**config.mk**
```make
export PLATFORM = sky130hd
export DESIGN_NAME = fetch_stage
export DESIGN_NICKNAME = d
export VERILOG_FILES = /design/src/rtl/cpu_pkg.sv /design/src/rtl/fetch_skid_buf.sv /design/src/rtl/fetch_stage.sv
export SDC_FILE = /design/constraint.sdc
export NUM_CORES = 1
export LEC_CHECK = 0
export ABC_AREA = 1
export CAP_MARGIN = 20
export CORE_MARGIN = 1
export CORE_UTILIZATION = 46
export DETAILED_ROUTE_END_ITERATION = 10
export HOLD_SLACK_MARGIN = 0.1
export PLACE_DENSITY = 0.75
export SETUP_SLACK_MARGIN = 0.1
export SYNTH_ARGS = -nofsm -noshare
export SYNTH_HDL_FRONTEND = slang
export SYNTH_HIERARCHICAL = 1
export SYNTH_SLANG_ARGS = --single-unit
```
**constraint.sdc**
```tcl
create_clock -name i_clk -period 1.3 [get_ports i_clk]
set_input_delay 0.325 -clock i_clk [delete_from_list [all_inputs] [get_ports i_clk]]
set_output_delay 0.325 -clock i_clk [all_outputs]
set_load 0.02 [all_outputs]
```
**src/rtl/cpu_pkg.sv**
```systemverilog
`default_nettype none
// ============================================================================
// Package  : cpu_pkg
// Desc     : Shared CPU front-end types and constants (widths, opcode field,
//            opcode groups, fetch FSM encoding).
// Revision : 1.0
// ============================================================================
package cpu_pkg;

    localparam int DEFAULT_PC_W    = 8;
    localparam int DEFAULT_INSTR_W = 16;

    localparam int OPC_MSB = 15;
    localparam int OPC_LSB = 12;
    localparam int OPC_W   = OPC_MSB - OPC_LSB + 1;

    // Opcode group lives in the top two opcode bits
    localparam logic [1:0] LDA = 2'b00;
    localparam logic [1:0] STA = 2'b01;
    localparam logic [1:0] IMM = 2'b10;
    localparam logic [1:0] BAF = 2'b11;

    typedef enum logic [1:0] {
        S_REQ  = 2'd0,
        S_WAIT = 2'd1,
        S_HOLD = 2'd2
    } fetch_state_t;

endpackage
`default_nettype wire

```
**src/rtl/fetch_skid_buf.sv**
```systemverilog
`default_nettype none
// ============================================================================
// Module   : fetch_skid_buf
// Desc     : One-entry {pc, instr} holding buffer with full flag; clear wins
//            over load, load wins over drain.
// Revision : 1.0
// ============================================================================
module fetch_skid_buf
    import cpu_pkg::*;
#(
    parameter int PC_W    = DEFAULT_PC_W,
    parameter int INSTR_W = DEFAULT_INSTR_W
) (
    input  logic               i_clk,
    input  logic               i_reset,
    input  logic               i_load,
    input  logic               i_drain,
    input  logic               i_clear,
    input  logic [PC_W-1:0]    i_pc,
    input  logic [INSTR_W-1:0] i_instr,
    output logic               o_full,
    output logic [PC_W-1:0]    o_pc,
    output logic [INSTR_W-1:0] o_instr
);

    logic               r_full;
    logic [PC_W-1:0]    r_pc;
    logic [INSTR_W-1:0] r_instr;

    always_ff @(posedge i_clk or posedge i_reset) begin
        if (i_reset) begin
            r_full  <= 1'b0;
            r_pc    <= '0;
            r_instr <= '0;
        end else if (i_clear) begin
            r_full <= 1'b0;
        end else if (i_load) begin
            r_full  <= 1'b1;
            r_pc    <= i_pc;
            r_instr <= i_instr;
        end else if (i_drain) begin
            r_full <= 1'b0;
        end
    end

    assign o_full  = r_full;
    assign o_pc    = r_pc;
    assign o_instr = r_instr;

endmodule
`default_nettype wire

```
**src/rtl/fetch_stage.sv**
```systemverilog
`default_nettype none
// ============================================================================
// Module   : fetch_stage
// Desc     : Instruction fetch with single-outstanding imem port and IF/ID
//            register. Define FETCH_PERF_CNT_EN to add fetch/bubble counters.
// Revision : 1.0
// ============================================================================
module fetch_stage
    import cpu_pkg::*;
#(
    parameter int              PC_W     = DEFAULT_PC_W,
    parameter int              INSTR_W  = DEFAULT_INSTR_W,
    parameter logic [PC_W-1:0] RESET_PC = '0
) (
    input  logic               i_clk,
    input  logic               i_reset,
    output logic               o_imem_req,
    output logic [PC_W-1:0]    o_imem_addr,
    input  logic               i_imem_gnt,
    input  logic               i_imem_rvalid,
    input  logic [INSTR_W-1:0] i_imem_rdata,
    input  logic               i_stall,
    input  logic               i_redirect,
    input  logic [PC_W-1:0]    i_redirect_pc,
    output logic               o_valid,
    output logic [PC_W-1:0]    o_pc,
    output logic [INSTR_W-1:0] o_instr,
    output logic [3:0]         o_opcode
`ifdef FETCH_PERF_CNT_EN
    ,
    output logic [15:0]        o_fetch_cnt,
    output logic [15:0]        o_bubble_cnt
`endif
);

    fetch_state_t       r_state;
    logic [PC_W-1:0]    r_pc;
    logic [PC_W-1:0]    r_req_pc;
    logic               r_kill;
    logic               r_valid;
    logic [PC_W-1:0]    r_out_pc;
    logic [INSTR_W-1:0] r_instr;

    logic               w_rsp;
    logic               w_ifid_free;
    logic               w_load;
    logic               w_skid_load;
    logic               w_drain;
    logic               w_skid_full;
    logic [PC_W-1:0]    w_skid_pc;
    logic [INSTR_W-1:0] w_skid_instr;

    // A live response is one for the request we still care about
    assign w_rsp       = (r_state == S_WAIT) && i_imem_rvalid && !r_kill;
    assign w_ifid_free = !r_valid || !i_stall;
    assign w_load      = !i_redirect && w_rsp && w_ifid_free;
    assign w_skid_load = !i_redirect && w_rsp && !w_ifid_free;
    assign w_drain     = !i_redirect && (r_state == S_HOLD) && w_skid_full && !i_stall;

    fetch_skid_buf #(
        .PC_W    (PC_W),
        .INSTR_W (INSTR_W)
    ) u_skid (
        .i_clk   (i_clk),
        .i_reset (i_reset),
        .i_load  (w_skid_load),
        .i_drain (w_drain),
        .i_clear (i_redirect),
        .i_pc    (r_req_pc),
        .i_instr (i_imem_rdata),
        .o_full  (w_skid_full),
        .o_pc    (w_skid_pc),
        .o_instr (w_skid_instr)
    );

    always_ff @(posedge i_clk or posedge i_reset) begin
        if (i_reset) begin
            r_state  <= S_REQ;
            r_pc     <= RESET_PC;
            r_req_pc <= '0;
            r_kill   <= 1'b0;
            r_valid  <= 1'b0;
            r_out_pc <= '0;
            r_instr  <= '0;
        end else if (i_redirect) begin
            r_pc    <= i_redirect_pc;
            r_valid <= 1'b0;
            case (r_state)
                S_REQ: begin
                    if (i_imem_gnt) begin
                        r_req_pc <= r_pc;
                        r_kill   <= 1'b1;
                        r_state  <= S_WAIT;
                    end
                end
                S_WAIT: begin
                    // A response landing now is dropped and nothing stays outstanding
                    r_kill  <= !i_imem_rvalid;
                    r_state <= i_imem_rvalid ? S_REQ : S_WAIT;
                end
                default: r_state <= S_REQ;
            endcase
        end else begin
            case (r_state)
                S_REQ: begin
                    if (i_imem_gnt) begin
                        r_req_pc <= r_pc;
                        r_pc     <= r_pc + PC_W'(1);
                        r_state  <= S_WAIT;
                    end
                end
                S_WAIT: begin
                    if (i_imem_rvalid) begin
                        r_kill  <= 1'b0;
                        r_state <= (r_kill || w_ifid_free) ? S_REQ : S_HOLD;
                    end
                end
                S_HOLD: begin
                    if (!i_stall) begin
                        r_state <= S_REQ;
                    end
                end
                default: r_state <= S_REQ;
            endcase

            if (w_load) begin
                r_valid  <= 1'b1;
                r_out_pc <= r_req_pc;
                r_instr  <= i_imem_rdata;
            end else if (w_drain) begin
                r_valid  <= 1'b1;
                r_out_pc <= w_skid_pc;
                r_instr  <= w_skid_instr;
            end else if (!i_stall) begin
                r_valid <= 1'b0;
            end
        end
    end

    assign o_imem_req  = (r_state == S_REQ);
    assign o_imem_addr = r_pc;
    assign o_valid     = r_valid;
    assign o_pc        = r_out_pc;
    assign o_instr     = r_instr;
    assign o_opcode    = r_instr[INSTR_W-1 -: OPC_W];

`ifdef FETCH_PERF_CNT_EN
    logic [15:0] r_fetch_cnt;
    logic [15:0] r_bubble_cnt;

    always_ff @(posedge i_clk or posedge i_reset) begin
        if (i_reset) begin
            r_fetch_cnt  <= '0;
            r_bubble_cnt <= '0;
        end else begin
            if ((w_load || w_drain) && (r_fetch_cnt != 16'hFFFF)) begin
                r_fetch_cnt <= r_fetch_cnt + 16'd1;
            end
            if (!r_valid && !i_stall && (r_bubble_cnt != 16'hFFFF)) begin
                r_bubble_cnt <= r_bubble_cnt + 16'd1;
            end
        end
    end

    assign o_fetch_cnt  = r_fetch_cnt;
    assign o_bubble_cnt = r_bubble_cnt;
`endif

endmodule
`default_nettype wire

```
==> qor.yml <==
status:
  status: "complete, but fails checks"
  failed_checks: "negative setup slack"
sta:
  rsz0062_at_grt: "true"
  fin_crit_sh: 1.22
  slew_headroom: 0.782
  hold_viol: 0
  fin_ws_ns: -0.290
  tightest_slew_ns: 0.324
  fin_skew_ns: 0.0121
  fmax_ghz: 0.629
  finalSetupViolCount: 62
  period_needed_ns: 1.59
  slew_violations: 0
yosys:
  async_reset_ff_frac: 1.00
  post_synth.cell_area_avg_um2: 7.97
  ys_top_cells_by_area: "dfrtp_1 (51%), nand2_1 (22%), nand3_1 (5.2%)"
  ys_ff_latch: 69
  ys_seq_area_frac: 0.510
  synth_area_um2: 3390
  ys.flop_type: "dfrtp_1"
  yosysTopAreaCell: "dfrtp_1"
  netlist.area_leader.share: 0.510
  syn_nets: 456
  synthMostInstantiatedCell: "nand2_1"
  synth.distinct_cells: 29
  yosys-top-cells-count: "nand2_1 (202), dfrtp_1 (69), nand3_1 (35), o21ai_0 (35), inv_1 (18)"
  syn_inst: 425
  synth_edf_count: 0
  yosysWarnings: 6
setup_path:
  critPathMaxStageDelay_ns: 0.44
  cpMostUsedCell: "nand2_1"
  worst_setup_path_start_kind: "flip-flop"
  crit_start: "r_state[1]"
  cp-end-kind: "flip-flop"
  r2r-start: "r_state[1]"
  crit_type: "reg -> reg"
  required_ns: 1.61
  crit_fanout: 6
  path_cells: "buf_6 -> inv_6 -> nand3_4 -> nor2_8 -> buf_12 -> clkbuf_16 -> nand2_1 -> nand2_1 -> nand2_1 -> nand2_1"
  cp.arrival_ns: 1.90
  slowest_stage: "dfrtp_2"
power:
  p_leak_nw: 2.87
  clockPowerShare: 0.305
  p_comb_frac: 0.265
  p_switching_w: 0.00190
  power_frac_seq: 0.430
  power_density_nw_per_um2: 1060
  power.internal_w: 0.00402
  netSwitchingFraction: 0.321
  power_w: 0.00591
  peakVddDrop_mv: 0.827
grt:
  grt_max_degree: 45
  grt_pass1_wl_um: 16200
  grt_overflow: 0
  grt_pass1_vias: 3399
  grt_antenna_before_repair: 0
  grtUsageTotal: 0.279
cells_and_area:
  drive_above_1_share: 0.420
  fin_nets: 594
  postLayoutCoreUtil: 0.802
  nFillCells: 394
  stdcell_count: 663
  syn2layout_area_growth_pct: 64.4
  diodes: 0
detailed_routing:
  wl_um: 12200
  drc_errors: 0
  firstDrtPassIters: 5
  post_drt_via_cell_ratio: 5.59
  wl_per_cell_um: 18.4
  drtIter0Drc: 369
  antenna_left: 0
  num_vias: 3706
clocking:
  cts_tree: "built"
  clkLatencyLatePin_ns: 0.36
  clk_pin_slew_worst_paths_ns: 0.08
  cts_hold_buf: 0
  htreeDepth: 3
  clkSinkCount: 69
  cts-root-buf: "clkbuf_8"
  cts_inserted_buffers: 9
  cts.path.max_buffers: 2
floorplanning:
  core_region_area_um2: 6940
  rows: 30
  dieHeight_um: 87.8
  dieArea_um2: 7710
  io_pins: 68
  fp.dieW_um: 87.8
  start_util: 0.488
worst_hold_path:
  min_path_type: "in -> reg"
  hp-start: "i_stall"
job:
  drv_cap: 0
place:
  gp_congestion: 0.827
  numPlacedInstances: 602
  numPortBuffers: 67
  dp_hpwl_um: 5650
-- path summary, 6_finish.rpt --
check                                endpoint  slack, ns  depth (start not counted)
min                                r_state[1]       0.36                          3
min in group asynchronous  u_skid/o_instr[14]       0.38                          3
max in group asynchronous          r_state[1]       0.68                          3
min reg2reg                    u_skid/o_pc[5]       0.50                          2
max reg2reg                       o_instr[15]      -0.29                         10
max                               o_instr[15]      -0.29                         10
-- layout by cell type, fill, tap and decap left out, types with 2 or more instances in the layout --
cell type | netlist | final
clkbuf_8 | 0 | 10
nand2_1 | 202 | 161
buf_12 | 1 | 9
nand2_8 | 1 | 7
clkbuf_16 | 0 | 5
nand2_4 | 1 | 11
clkdlybuf4s50_1 | 0 | 27
nand3_1 | 35 | 10
o211ai_1 | 3 | 3
inv_2 | 2 | 2
clkinv_2 | 0 | 2
o21ai_0 | 35 | 23
inv_1 | 18 | 14
buf_6 | 6 | 53
dfrtp_2 | 0 | 2
nor2_1 | 10 | 4
o21ai_1 | 0 | 10
nor2_2 | 2 | 3
nor2_4 | 1 | 6
nand2_2 | 11 | 40
nand3_4 | 1 | 2
buf_4 | 8 | 49
dfrtp_1 | 69 | 67
inv_4 | 1 | 3
nand3_2 | 0 | 24
-- routing by layer --
layer	routed length, µm	vias up	GRT usage	share of wire
li1	-	1623	-	-
met1	4540	1772	0.335	0.37
met2	6170	244	0.471	0.51
met3	946	67	0.0603	0.078
met4	553	0	0.148	0.045
met5	0	-	0	0
-- area by class of cell --
type / instances / area [µm²] / area share
multi-input combinational: 316 / 1860 / 0.333
sequential: 69 / 1730 / 0.311
tap: 96 / 120 / 0.0216
clock buffer: 11 / 141 / 0.0254
inverter: 21 / 95.1 / 0.0171
timing repair buffer: 146 / 1580 / 0.283
clock inverter: 4 / 48.8 / 0.00877
-- flip-flops by register name (all words and copies together) (netlist names) --
| register | cells |
|---|---|
| o_instr | 16 |
| o_imem_addr | 8 |
| u_skid/o_full | 1 |
| r_req_pc | 8 |
| u_skid/o_instr | 16 |
| u_skid/o_pc | 8 |
| o_valid | 1 |
| o_pc | 8 |
| r_kill | 1 |
| r_state | 2 |
-- kinds of logic after synthesis --
kind of cell	share of synthesized area
compound gates	0.0654
xor+xnor	0.00517
fa+ha+maj	0.00369
flops	0.510
buf+inv	0.0776
simple gates	0.338
-- repair_timing --
action                                  4_1_cts  5_1_grt
pin swaps                                    47       24
resized for setup                           308       59
endpoints found under the setup margin       97      106
setup buffers                                10       24
gates cloned                                  6        8
-- power groups by stage --
stage / sequential (W) / clock, W / combinational [W]
final: 0.00254 / 0.00181 / 0.00157
after global routing: 0.00256 / 0.00189 / 0.00168
after CTS: 0.00251 / 0.00178 / 0.00133
after detailed placement: 0.00253 / 0 / 0.00118
after global placement: 0.00252 / 0 / 0.00116
after floorplan: 0.00263 / 0 / 0.000476
-- critical path, delay by kind of cell (launching register included) --
| family | cells | cell delay (ns) |
|---|---|---|
| simple gates | 6 | 0.61 |
| buf+inv | 4 | 0.47 |
| flops | 1 | 0.44 |
-- stage by stage --
stage / worst slack, ns / cell area (µm²) / TNS [ns] / hold WS (ns)
finish: -0.290 / 5570 / -9.53 / 0.360
global route: -0.397 / 5570 / -12.82 / 0.376
CTS: -0.146 / 5060 / -5.43 / 0.383
detailed placement: -0.519 / 4380 / -27.59 / 0.453
global placement: -0.469 / 4380 / -25.32 / 0.447
floorplan: -0.0458 / 3420 / -0.969 / 0.329
(Power assumes the default switching activity.)
